`config.mk`:
```
export PLATFORM = sky130hd
export DESIGN_NAME = kb_ram_write_arbiter
export DESIGN_NICKNAME = d
export VERILOG_FILES = /design/src/rtl/kb_ram_write_arbiter_pkg.sv /design/src/rtl/kb_code_fifo.sv /design/src/rtl/kb_ram_write_arbiter.sv
export SDC_FILE = /design/constraint.sdc
export NUM_CORES = 1
export LEC_CHECK = 0
export ABC_AREA = 1
export BUFFER_PORTS_ARGS = -buffer_cell sky130_fd_sc_hd__buf_2
export CORE_MARGIN = 1.5
export CORE_UTILIZATION = 40
export DETAILED_ROUTE_END_ITERATION = 6
export SYNTH_ARGS = -nofsm -noshare
export SYNTH_HDL_FRONTEND = slang
export SYNTH_SLANG_ARGS = --single-unit
```
`constraint.sdc`:
```
create_clock -name Clock -period 3.4 [get_ports Clock]
set_input_delay 0.34 -clock Clock [delete_from_list [all_inputs] [get_ports Clock]]
set_output_delay 0.34 -clock Clock [all_outputs]
set_load 0.1 [all_outputs]
```
`src/rtl/kb_ram_write_arbiter_pkg.sv`:
```
// Shared constants and types for the keyboard / CPU RAM write arbiter.
//   DEF_*           default values for the top-level parameters
//   KEY_CODE_WIDTH  width of a PS/2 scan code
//   KEY_DATA_PAD    zero bits prepended to a scan code to fill a RAM word
//   wr_src_e        which source owns the RAM write port this cycle
package kb_ram_write_arbiter_pkg;

    localparam int         DEF_DATA_WIDTH = 16;
    localparam int         DEF_ADDR_WIDTH = 8;
    localparam int         DEF_FIFO_DEPTH = 4;
    localparam int         DEF_RING_SIZE  = 16;
    localparam logic [7:0] DEF_RING_BASE  = 8'hE0;

    localparam int KEY_CODE_WIDTH = 8;
    localparam int KEY_DATA_PAD   = DEF_DATA_WIDTH - KEY_CODE_WIDTH;

    typedef enum logic [1:0] {
        WR_SRC_IDLE = 2'd0,
        WR_SRC_CPU  = 2'd1,
        WR_SRC_KEY  = 2'd2
    } wr_src_e;

endpackage

```
`src/rtl/kb_code_fifo.sv`:
```
// Small synchronous FIFO holding captured scan codes until the RAM port is free.
//   Clock, Reset   system clock, asynchronous active-high reset
//   push_i/wdata_i write one entry; accepted when not full, or when full and
//                  popping in the same cycle
//   pop_i          consume the head entry (ignored when empty)
//   rdata_o        head entry, valid while empty_o is low
//   full_o/empty_o occupancy flags
module kb_code_fifo
    import kb_ram_write_arbiter_pkg::*;
#(
    parameter int DEPTH = DEF_FIFO_DEPTH,
    parameter int WIDTH = KEY_CODE_WIDTH
) (
    input  logic             Clock,
    input  logic             Reset,
    input  logic             push_i,
    input  logic [WIDTH-1:0] wdata_i,
    input  logic             pop_i,
    output logic [WIDTH-1:0] rdata_o,
    output logic             full_o,
    output logic             empty_o
);

    localparam int               PTR_W    = $clog2(DEPTH);
    localparam logic [PTR_W:0]   FULL_CNT = (PTR_W + 1)'(DEPTH);

    logic [WIDTH-1:0] mem_q [DEPTH];
    logic [PTR_W-1:0] wr_ptr_q, wr_ptr_d;
    logic [PTR_W-1:0] rd_ptr_q, rd_ptr_d;
    logic [PTR_W:0]   count_q, count_d;
    logic             do_push, do_pop;

    assign full_o  = (count_q == FULL_CNT);
    assign empty_o = (count_q == '0);
    assign rdata_o = mem_q[rd_ptr_q];

    // Space is judged after a same-cycle pop, so a full FIFO that pops still accepts.
    assign do_pop  = pop_i && !empty_o;
    assign do_push = push_i && (!full_o || do_pop);

    always_comb begin
        wr_ptr_d = wr_ptr_q;
        rd_ptr_d = rd_ptr_q;
        count_d  = count_q;
        if (do_push) wr_ptr_d = wr_ptr_q + 1'b1;
        if (do_pop)  rd_ptr_d = rd_ptr_q + 1'b1;
        case ({do_push, do_pop})
            2'b10:   count_d = count_q + 1'b1;
            2'b01:   count_d = count_q - 1'b1;
            default: count_d = count_q;
        endcase
    end

    always_ff @(posedge Clock or posedge Reset) begin
        if (Reset) begin
            wr_ptr_q <= '0;
            rd_ptr_q <= '0;
            count_q  <= '0;
        end else begin
            wr_ptr_q <= wr_ptr_d;
            rd_ptr_q <= rd_ptr_d;
            count_q  <= count_d;
        end
    end

    // Storage needs no reset: entries are only visible through count_q.
    always_ff @(posedge Clock) begin
        if (do_push) mem_q[wr_ptr_q] <= wdata_i;
    end

endmodule

```
`src/rtl/kb_ram_write_arbiter.sv`:
```
// Shares the data RAM write port between the CPU and the PS/2 keyboard path.
// CPU writes pass straight through with zero latency; scan codes are
// synchronised, queued in kb_code_fifo and written into a circular ring of RAM
// on cycles the CPU leaves the port idle.
//   Clock, Reset                       system clock, async active-high reset
//   iCpuWriteEnable/Address/DataIn     CPU write request
//   iKeyCode, iKeyCodeReady            scan code and its asynchronous ready flag
//   iConsume                           software read one ring entry
//   iClearOverflow                     clears oOverflow
//   oWriteEnable/Address/oDataIn       RAM write port
//   oRingHead                          next ring slot to be written
//   oPending                           unread ring entries (0..RING_SIZE)
//   oOverflow                          sticky: a scan code was dropped
//   oKeyWritten                        pulse on each keyboard RAM write
module kb_ram_write_arbiter
    import kb_ram_write_arbiter_pkg::*;
#(
    parameter int                    DATA_WIDTH = DEF_DATA_WIDTH,
    parameter int                    ADDR_WIDTH = DEF_ADDR_WIDTH,
    parameter int                    FIFO_DEPTH = DEF_FIFO_DEPTH,
    parameter logic [ADDR_WIDTH-1:0] RING_BASE  = DEF_RING_BASE,
    parameter int                    RING_SIZE  = DEF_RING_SIZE
) (
    input  logic                         Clock,
    input  logic                         Reset,
    input  logic                         iCpuWriteEnable,
    input  logic [ADDR_WIDTH-1:0]        iCpuWriteAddress,
    input  logic [DATA_WIDTH-1:0]        iCpuDataIn,
    input  logic [7:0]                   iKeyCode,
    input  logic                         iKeyCodeReady,
    input  logic                         iConsume,
    input  logic                         iClearOverflow,
    output logic                         oWriteEnable,
    output logic [ADDR_WIDTH-1:0]        oWriteAddress,
    output logic [DATA_WIDTH-1:0]        oDataIn,
    output logic [$clog2(RING_SIZE)-1:0] oRingHead,
    output logic [$clog2(RING_SIZE):0]   oPending,
    output logic                         oOverflow,
    output logic                         oKeyWritten
);

    localparam int                HEAD_W    = $clog2(RING_SIZE);
    localparam int                KEY_PAD   = DATA_WIDTH - KEY_CODE_WIDTH;
    localparam logic [HEAD_W:0]   RING_FULL = (HEAD_W + 1)'(RING_SIZE);

    logic              sync1_q, sync2_q, prev_q;
    logic              key_push;
    logic              fifo_full, fifo_empty;
    logic [7:0]        fifo_rdata;
    logic              key_drop;
    logic              kb_write;
    logic              pend_dec;
    wr_src_e           wr_src;

    logic [HEAD_W-1:0] head_q, head_d;
    logic [HEAD_W:0]   pending_q, pending_d;
    logic              overflow_q, overflow_d;

    // Two flops for metastability, a third to find the rising edge.
    always_ff @(posedge Clock or posedge Reset) begin
        if (Reset) begin
            sync1_q <= 1'b0;
            sync2_q <= 1'b0;
            prev_q  <= 1'b0;
        end else begin
            sync1_q <= iKeyCodeReady;
            sync2_q <= sync1_q;
            prev_q  <= sync2_q;
        end
    end

    assign key_push = sync2_q && !prev_q;

    kb_code_fifo #(
        .DEPTH (FIFO_DEPTH),
        .WIDTH (KEY_CODE_WIDTH)
    ) u_fifo (
        .Clock   (Clock),
        .Reset   (Reset),
        .push_i  (key_push),
        .wdata_i (iKeyCode),
        .pop_i   (kb_write),
        .rdata_o (fifo_rdata),
        .full_o  (fifo_full),
        .empty_o (fifo_empty)
    );

    // A push into a full FIFO survives only if this cycle also drains an entry.
    assign key_drop = key_push && fifo_full && !kb_write;

    always_comb begin
        wr_src = WR_SRC_IDLE;
        if (iCpuWriteEnable) begin
            wr_src = WR_SRC_CPU;
        end else if (!fifo_empty && (pending_q != RING_FULL)) begin
            wr_src = WR_SRC_KEY;
        end
    end

    assign kb_write = (wr_src == WR_SRC_KEY);

    always_comb begin
        oWriteEnable  = 1'b0;
        oWriteAddress = '0;
        oDataIn       = '0;
        oKeyWritten   = 1'b0;
        case (wr_src)
            WR_SRC_CPU: begin
                oWriteEnable  = 1'b1;
                oWriteAddress = iCpuWriteAddress;
                oDataIn       = iCpuDataIn;
            end
            WR_SRC_KEY: begin
                oWriteEnable  = 1'b1;
                oWriteAddress = RING_BASE + ADDR_WIDTH'(head_q);
                oDataIn       = {{KEY_PAD{1'b0}}, fifo_rdata};
                oKeyWritten   = 1'b1;
            end
            default: ;
        endcase
    end

    assign pend_dec = iConsume && (pending_q != '0);

    always_comb begin
        head_d     = head_q;
        pending_d  = pending_q;
        overflow_d = overflow_q;
        if (kb_write) head_d = head_q + 1'b1;
        case ({kb_write, pend_dec})
            2'b10:   pending_d = pending_q + 1'b1;
            2'b01:   pending_d = pending_q - 1'b1;
            default: pending_d = pending_q;
        endcase
        // A drop wins over a same-cycle clear so the loss is never hidden.
        if (key_drop) begin
            overflow_d = 1'b1;
        end else if (iClearOverflow) begin
            overflow_d = 1'b0;
        end
    end

    always_ff @(posedge Clock or posedge Reset) begin
        if (Reset) begin
            head_q     <= '0;
            pending_q  <= '0;
            overflow_q <= 1'b0;
        end else begin
            head_q     <= head_d;
            pending_q  <= pending_d;
            overflow_q <= overflow_d;
        end
    end

    assign oRingHead = head_q;
    assign oPending  = pending_q;
    assign oOverflow = overflow_q;

endmodule

```
==> flow_summary.ini <==
[setup_path]
arrival_ps = 2170
rr_worst_depth = 10
critPathRequiredTime_ps = 3060
worst_setup_path_start_kind = register
critPathMaxFanout = 18
critical_path_class = register to output port
r2r-start = oPending[1]$_DFFE_PP0P_
crit_start = u_fifo.rd_ptr_q[0]$_DFFE_PP0P_
end_kind = output port

[clock_network]
postCtsHoldBufs = 0
cts_num_sinks = 52
cts_tree = built
htreeDepth = 2
root_buffer = clkbuf_8
cts_resized = 0
numCtsBuffers = 5
clock_latency_ps = 310
post_cts_buffers = 0
cts_buffer_depth = 2
clk_pin_slew_ps = 100

[sta]
rsz0062_at_grt = no
slew_viol_final = 0
fmax_ghz = 0.3987
hold_viol_final = 0
min_period_ps = 2508
hold-worst-slack_ps = 139.8
tns_ps = 0
finalCritPeriodShare = 0.7377
skew_ps = 16.58
relSlewSlack = 0.4648
setup_viol = 0
worst_slew_pin_slew_ps = 799.8

[worst_hold_path]
worstHoldStart = iKeyCodeReady
hold_class = input port to register
min_path_cells = 1

[route]
dr_wl_met2_um = 2343
highest_layer = met4
antenna_left = 0
met1Wirelength_um = 2453
firstDrtPassIters = 4
post-route-drc-count = 0
wl_per_cell_um = 12.77
viasPerCell = 4.759
wl_met3_um = 296
drt_iter0_drc = 107
drt-total-wl_um = 5145
via_count = 1918

[placed_design]
port_buffers = 73
place.gp.congestion = 0.7843
dp_hpwl_um = 3732

[die]
die-area_um2 = 6882
fp.dieH_um = 82.96
io_pins = 74
core_area_um2 = 6061
die_w_um = 82.96
start_util = 0.4220
rows = 28

[outcome]
status = complete, no violations

[synthesis]
synth.yosys.seq_area_share = 0.5714
synth.distinct_cells = 25
syn_area_per_cell_um2 = 9.951
ys_warn_count = 0
synth_area_um2 = 2557
synth_nets = 306
synth-seq-cells = 52
synthCells = 257

[global_route]
grt_pass1_vias = 1864
grt_start_max_net_pins = 26
grt_pass1_wl_um = 8790
antenna_found_initial = 0
grt_util_all_layers = 0.1582
grt_overflow = 0

[final_layout]
layout_common_cells = nand2_1 (76), buf_2 (73), edfxtp_1 (32), inv_1 (27), a21oi_1 (26)
nNetsFinal = 376
antenna_cells = 0
drive_gt1_frac = 0.2835
final_common_cell = nand2_1
syn_to_final_growth_pct = 19.32

[flow_run]
drv_cap = 0
-- critical path: stages (launching register included) --
cell     delay (ps)
dfrtp_1         620
inv_2           360
a21oi_1         110
a21oi_1         170
a22o_1          160
buf_2           420
-- synthesized netlist by cell type, drive strengths merged --
| cell | n | share of area |
|---|---|---|
| a22o | 9 | 0.031 |
| xnor2 | 3 | 0.010 |
| nand3 | 10 | 0.028 |
| edfxtp | 32 | 0.38 |
| nand2 | 77 | 0.11 |
| dfrtp | 20 | 0.20 |
| nor2 | 11 | 0.018 |
| xor2 | 6 | 0.021 |
| o22a | 1 | 0.0034 |
| clkbuf | 2 | 0.0029 |
| o21ai | 5 | 0.0098 |
| buf | 8 | 0.021 |
| inv | 32 | 0.047 |
| nand4 | 3 | 0.0098 |
| fa | 2 | 0.016 |
| ha | 9 | 0.044 |
| a21oi | 26 | 0.051 |
| o22ai | 1 | 0.0024 |
-- per-stage QoR --
step / instances / area (um^2) / setup slack [ps] / util
floorplan: 257 / 2557 / 155.7 / -
global placement: 395 / 2957 / 1064 / 0.4878
detailed placement: 395 / 2957 / 991.0 / 0.4878
CTS: 403 / 3052 / 868.6 / 0.5035
global route: 403 / 3052 / 731.5 / 0.5035
finish: 403 / 3052 / 891.7 / 0.5035
-- per-layer routing --
metal / GRT usage / up-vias
met5: 0 / -
met4: 0.04091 / 0
met3: 0.04573 / 5
met2: 0.2535 / 58
met1: 0.2117 / 871
li1: - / 984
-- path summary, 6_finish.rpt --
check | slack (ps) | endpoint
setup / recovery | 890 | oDataIn[1]
hold / removal | 140 | sync1_q$_DFF_PP0_
setup reg to reg | 1130 | oPending[3]$_DFFE_PP0P_
hold reg to reg | 360 | sync2_q$_DFF_PP0_
max in group asynchronous | 2760 | oPending[3]$_DFFE_PP0P_
min in group asynchronous | 160 | u_fifo.count_q[1]$_DFFE_PP0P_
-- state kept, by name, indices dropped and copies added, names as in the netlist --
| name | flops |
|---|---|
| u_fifo.mem_q | 32 |
| oPending | 5 |
| oRingHead | 4 |
| u_fifo.count_q | 3 |
| u_fifo.rd_ptr_q | 2 |
| u_fifo.wr_ptr_q | 2 |
| oOverflow | 1 |
| prev_q | 1 |
| sync1_q | 1 |
| sync2_q | 1 |
-- final cells by class --
| type | count | area [um^2] |
|---|---|---|
| Fill cell | 583 | 3009 |
| Sequential cell | 52 | 1461 |
| Multi-Input combinational cell | 163 | 915.9 |
| Timing Repair Buffer | 73 | 365.4 |
| Inverter | 32 | 120.1 |
| Tap cell | 75 | 93.84 |
| Clock buffer | 5 | 68.82 |
| Clock inverter | 3 | 26.28 |
-- cells by family (layout without fill, tap and decap cells) --
| kind of cell | after synthesis | after routing | share of synthesized area |
|---|---|---|---|
| simple gates | 101 | 101 | 0.1703 |
| compound gates | 42 | 42 | 0.09736 |
| xor+xnor | 9 | 9 | 0.03082 |
| buf+inv | 42 | 113 | 0.07045 |
| fa+ha+maj | 11 | 11 | 0.05969 |
| flops | 52 | 52 | 0.5714 |
Power is not shown: default switching activity piles up to over one toggle a cycle in this logic, so the estimate is an artifact.
